### src/rtl/full_adder_if.sv
// Operand/result bundle for the registered full adder.
// master drives operands, slave is the adder.
interface full_adder_if #(
    parameter int WIDTH = 1
);
    logic [WIDTH-1:0] A;
    logic [WIDTH-1:0] B;
    logic             Cin;
    logic             in_valid;
    logic [WIDTH-1:0] S;
    logic             C;
    logic             out_valid;

    modport master (
        output A, B, Cin, in_valid,
        input  S, C, out_valid
    );

    modport slave (
        input  A, B, Cin, in_valid,
        output S, C, out_valid
    );
endinterface

### src/rtl/full_adder.sv
// Registered WIDTH-bit ripple full adder, 1-cycle latency, valid qualified.
// FULL_ADDER_STATS_EN adds carry_cnt, a saturating count of captured carries.
module full_adder #(
    parameter int WIDTH = 1
) (
    input  logic        clk,
    input  logic        rst,
`ifdef FULL_ADDER_STATS_EN
    output logic [15:0] carry_cnt,
`endif
    full_adder_if.slave bus
);

    logic [WIDTH-1:0] w_s;
    logic             w_cout;

    logic [WIDTH-1:0] r_s;
    logic             r_c;
    logic             r_valid;

    // Carry kept as a process-local variable so the ripple is a plain chain
    always_comb begin
        logic v_c;
        w_s  = '0;
        v_c  = bus.Cin;
        for (int i = 0; i < WIDTH; i++) begin
            w_s[i] = bus.A[i] ^ bus.B[i] ^ v_c;
            v_c    = (bus.A[i] & bus.B[i]) |
                     (bus.A[i] & v_c) |
                     (bus.B[i] & v_c);
        end
        w_cout = v_c;
    end

    always_ff @(posedge clk or posedge rst) begin
        if (rst) begin
            r_s     <= '0;
            r_c     <= 1'b0;
            r_valid <= 1'b0;
        end else begin
            r_valid <= bus.in_valid;
            if (bus.in_valid) begin
                r_s <= w_s;
                r_c <= w_cout;
            end
        end
    end

    assign bus.S         = r_s;
    assign bus.C         = r_c;
    assign bus.out_valid = r_valid;

`ifdef FULL_ADDER_STATS_EN
    logic [15:0] r_carry_cnt;

    always_ff @(posedge clk or posedge rst) begin
        if (rst) begin
            r_carry_cnt <= '0;
        end else if (bus.in_valid && w_cout && r_carry_cnt != 16'hFFFF) begin
            r_carry_cnt <= r_carry_cnt + 16'd1;
        end
    end

    assign carry_cnt = r_carry_cnt;
`endif

endmodule

### src/flat_wrapper.sv
// flat-port wrapper written by rule: the top's interface ports become plain ports
module full_adder_flat 
#(
    parameter int WIDTH = 1
)
  (clk, rst, bus_A, bus_B, bus_Cin, bus_in_valid, bus_S, bus_C, bus_out_valid);
  full_adder_if #(.WIDTH(WIDTH)) bus_i ();
  input  logic clk;
  input  logic rst;
  input wire logic [$bits(bus_i.A)-1:0] bus_A;
  input wire logic [$bits(bus_i.B)-1:0] bus_B;
  input wire logic [$bits(bus_i.Cin)-1:0] bus_Cin;
  input wire logic [$bits(bus_i.in_valid)-1:0] bus_in_valid;
  output wire logic [$bits(bus_i.S)-1:0] bus_S;
  output wire logic [$bits(bus_i.C)-1:0] bus_C;
  output wire logic [$bits(bus_i.out_valid)-1:0] bus_out_valid;
  assign bus_i.A = bus_A;
  assign bus_i.B = bus_B;
  assign bus_i.Cin = bus_Cin;
  assign bus_i.in_valid = bus_in_valid;
  assign bus_S = bus_i.S;
  assign bus_C = bus_i.C;
  assign bus_out_valid = bus_i.out_valid;
  full_adder #(.WIDTH(WIDTH)) u_core (.clk(clk), .rst(rst), .bus(bus_i));
endmodule
### config.mk
export PLATFORM = sky130hd
export DESIGN_NAME = full_adder_flat
export DESIGN_NICKNAME = d
export VERILOG_FILES = /design/src/rtl/full_adder_if.sv /design/src/rtl/full_adder.sv /design/src/flat_wrapper.sv
export SDC_FILE = /design/constraint.sdc
export NUM_CORES = 1
export LEC_CHECK = 0
export CAP_MARGIN = 20
export CORE_AREA = 2 2 39 41
export CTS_CLUSTER_SIZE = 16
export DETAILED_ROUTE_END_ITERATION = 7
export DIE_AREA = 0 0 41 43
export RECOVER_POWER = 100
export SKIP_CTS_REPAIR_TIMING = 1
export SKIP_LAST_GASP = 1
export SYNTH_ARGS = -nofsm -noshare
export SYNTH_HDL_FRONTEND = slang
export SYNTH_SLANG_ARGS = --single-unit
### constraint.sdc
create_clock -name clk -period 1.05 [get_ports clk]
set_input_delay 0.1575 -clock clk [delete_from_list [all_inputs] [get_ports clk]]
set_output_delay 0.1575 -clock clk [all_outputs]
set_load 0.01 [all_outputs]
* Word-level counts from Yosys, hierarchy flattened *
Cells that the tools add are included.
W data, S select, Z words.

storage, ports and cells
  output and inout port bits = 3
  logic and storage cells = 10
  input port bits = 6
  flip-flop bits (word level) = 3

cells by class
  bitwise gates (word level) = 7

operator list
  operator       count
  $and A1 B1 Y1  3
  $or A1 B1 Y1   2
  $xor A1 B1 Y1  2

* Depth between registers and ports, before layout *
  depth after elaboration = 3
  depth in mapped cells = 2
  depth with buffers taken out = 2

* Least setup slack after synthesis *
OpenSTA, ideal clock, no wires.

  kind = in2reg
  from = in bus_Cin
  to = reg u_core.r_s, in the netlist u_core.bus.S
  data arrival time = 859 ps
  stages = 2
  slack = 67 ps
  library setup time = 125 ps
  data required time = 925 ps
  path buffers = 0
  cell sequence = fa_1 > mux2_2

on the way
  word-level cells in the longest chain between the ends = 1

ends and longest elaborated chain
  element               line                text
  from (decl)           flat_wrapper.sv:12  input wire logic [$bits(bus_i.Cin)-1:0] bus_Cin;
  $xor A1 B1 Y1         full_adder.sv:27    w_s[i] = bus.A[i] ^ bus.B[i] ^ v_c;
  to (signal assigned)  full_adder.sv:43    r_s <= w_s;
  to (decl)             full_adder.sv:17    logic [WIDTH-1:0] r_s;

No other way between the ends.
A chain may end at the register's enable or synchronous reset.

* Worst setup path in the final report *
  from = in bus_in_valid
  to = reg u_core.r_c, in the netlist u_core.bus.C

RTL lines
  element               line                text
  from (decl)           flat_wrapper.sv:13  input wire logic [$bits(bus_i.in_valid)-1:0] bus_in_valid;
  to (signal assigned)  full_adder.sv:44    r_c <= w_cout;
  to (decl)             full_adder.sv:18    logic r_c;

No word-level cell between the ends.

==> reports/metrics.yaml <==
floorplan:
  die_w_um: 41
  rows: 14
  core_sq_um: 1380
  die_h_um: 43
  start_util_pct: 8.77
  dieArea_sq_um: 1760
  ios: 9
sta:
  finalCritPeriodShare_pct: 92.2
  tightest_slew_ns: 0.131
  fmax_mhz: 1030
  finalSetupTns_ns: 0
  finalHoldViolCount: 0
  hold_slack_ns: 0.231
  fin_skew_ns: 0
  slew_headroom_pct: 91.2
  min_period_ns: 0.968
  rsz0062_at_grt: "false"
  finalSetupViolations: 0
  slew_viol_final: 0
  setup_slack_ns: 0.0817
setup_path:
  worstSetupEndpointType: "flop"
  startpoint_type: "input port"
  reg2reg_depth: 1
  cp_max_fo: 3
  slowest_delay_ns: 0.58
  crit_start: "bus_in_valid"
  rrSetupSlack_ns: 0.31
  cp-endpoint: "u_core.bus.C"
  r2r-end: "u_core.bus.S"
  crit_cells: 2
  rr_startpoint: "u_core.bus.S"
  worst-path-buf-inv: 1
  cp_top_family: "buffers and inverters"
  cp.arrival_ns: 1.08
  critPathSlowestCell: "dlygate4sd3_1"
  cp.required_ns: 1.17
  path_cells: "dlygate4sd3_1 -> mux2_2"
  crit_type: "in2reg"
cells_and_area:
  final_nets: 27
  antennaDiodeCount: 0
  fillCellCount: 154
  area_growth_pct: 116
  drive_above_1_share_pct: 26.3
  final_cells: 35
  finish.utilization_pct: 19.0
  fin_area_sq_um: 263
detailed_routing:
  ant_nets: 0
  drt_pre_antenna_iters: 1
  drt_iter0_markers: 0
  vias: 105
  vias_per_cell: 3.00
  remaining_drc_errors: 0
  wl_um: 283
  drt-wirelength-per-cell_um: 8.09
grt:
  antenna_found_initial: 0
  grt.overflow.total: 0
  grt_max_degree: 4
  grt_util_all_layers_pct: 5.63
  grt_pass1_vias: 138
  grt_pass1_wl_um: 489
outcome:
  status: "finished clean"
placement:
  dp_slack_ns: -0.407
  numPortBuffers: 8
  dp.cells: 31
  gp_congestion: 0.528
  placed_cell_area_sq_um: 221
clock_network:
  path_clk_slew_ns: 0.04
  cts_tree: "built"
  cts_sinks: 3
  root_buffer: "clkbuf_4"
  clockBufferDepth: 2
  insertion_delay_ns: 0.23
  cts_buffers: 3
  cts.htree.levels: 1
logic_synthesis:
  synth_cells: 7
  seq_area_frac_synth_pct: 61.9
  ys_ff_latch: 3
  synth.distinct_cells: 4
  yosysWarnings: 0
  synthesis.area_sq_um: 121
  syn-num-nets: 14
  avgSynthCellArea_sq_um: 17.3
pwr:
  total_power_uw: 411
  ir_drop_mv: 0.185
  leakagePower_nw: 0.157
  p_per_area_nw_per_um2: 1560
hold_path:
  hp-class: "in2async"
job:
  drv_cap: 0
==> flip-flops by register name, summed over array words and instances, names as in the netlist <==
name	flops
u_core.bus.C	1
u_core.bus.out_valid	1
u_core.bus.S	1
==> cells in the final DEF (no fill, tap or decap), drive strengths merged <==
cell	count
fa	1
mux2	2
clkbuf	4
inv	1
dlygate4sd3	2
dlymetal6s2s	6
dfrtp	3
==> cells by family (layout without fill, tap and decap cells) <==
logic type / count (synthesis) / in the layout / share of synthesized area, %
adders and majority gates: 1 / 1 / 16.5
DFF: 3 / 3 / 61.9
muxes: 2 / 2 / 18.6
buffers and inverters: 1 / 13 / 3.09
==> power breakdown <==
group	internal, mW	switching, mW
sequential	0.131	0.00612
combinational	0.0458	0.0244
clock	0.142	0.0610
total	0.319	0.0915
==> worst min-delay path by stage <==
stage                     cells after the start  slack, ns  startpoint                    to
after floorplan                               1      -0.09         rst          u_core.bus.C
after global routing                          2       0.25         rst          u_core.bus.C
after CTS                                     2       0.09         rst          u_core.bus.S
after global placement                        2       0.33         rst  u_core.bus.out_valid
final                                         2       0.23         rst  u_core.bus.out_valid
after detailed placement                      2       0.33         rst          u_core.bus.S
==> Yosys cell counts, drive strengths merged <==
cell | n | area, sq um
inv | 1 | 3.75
fa | 1 | 20.0
dfrtp | 3 | 75.1
mux2 | 2 | 22.5
==> area by class of cell <==
| type | count | area [sq um] | share of cell area (%) |
|---|---|---|---|
| clock buffers | 4 | 26.3 | 10.0 |
| inverters | 1 | 3.75 | 1.43 |
| multi-input cells | 3 | 42.5 | 16.2 |
| flip-flops and latches | 3 | 75.1 | 28.6 |
| well taps | 16 | 20.0 | 7.62 |
| repair buffers | 8 | 95.1 | 36.2 |
==> per-layer routing <==
metal	global-route usage (%)	vias to the layer above	share of wire, %
met4	10.0	0	8.1
met5	0	-	0
met3	6.81	4	27
li1	-	46	-
met2	4.69	11	28
met1	4.19	44	36
No activity file was read; power rests on OpenSTA's default activity.
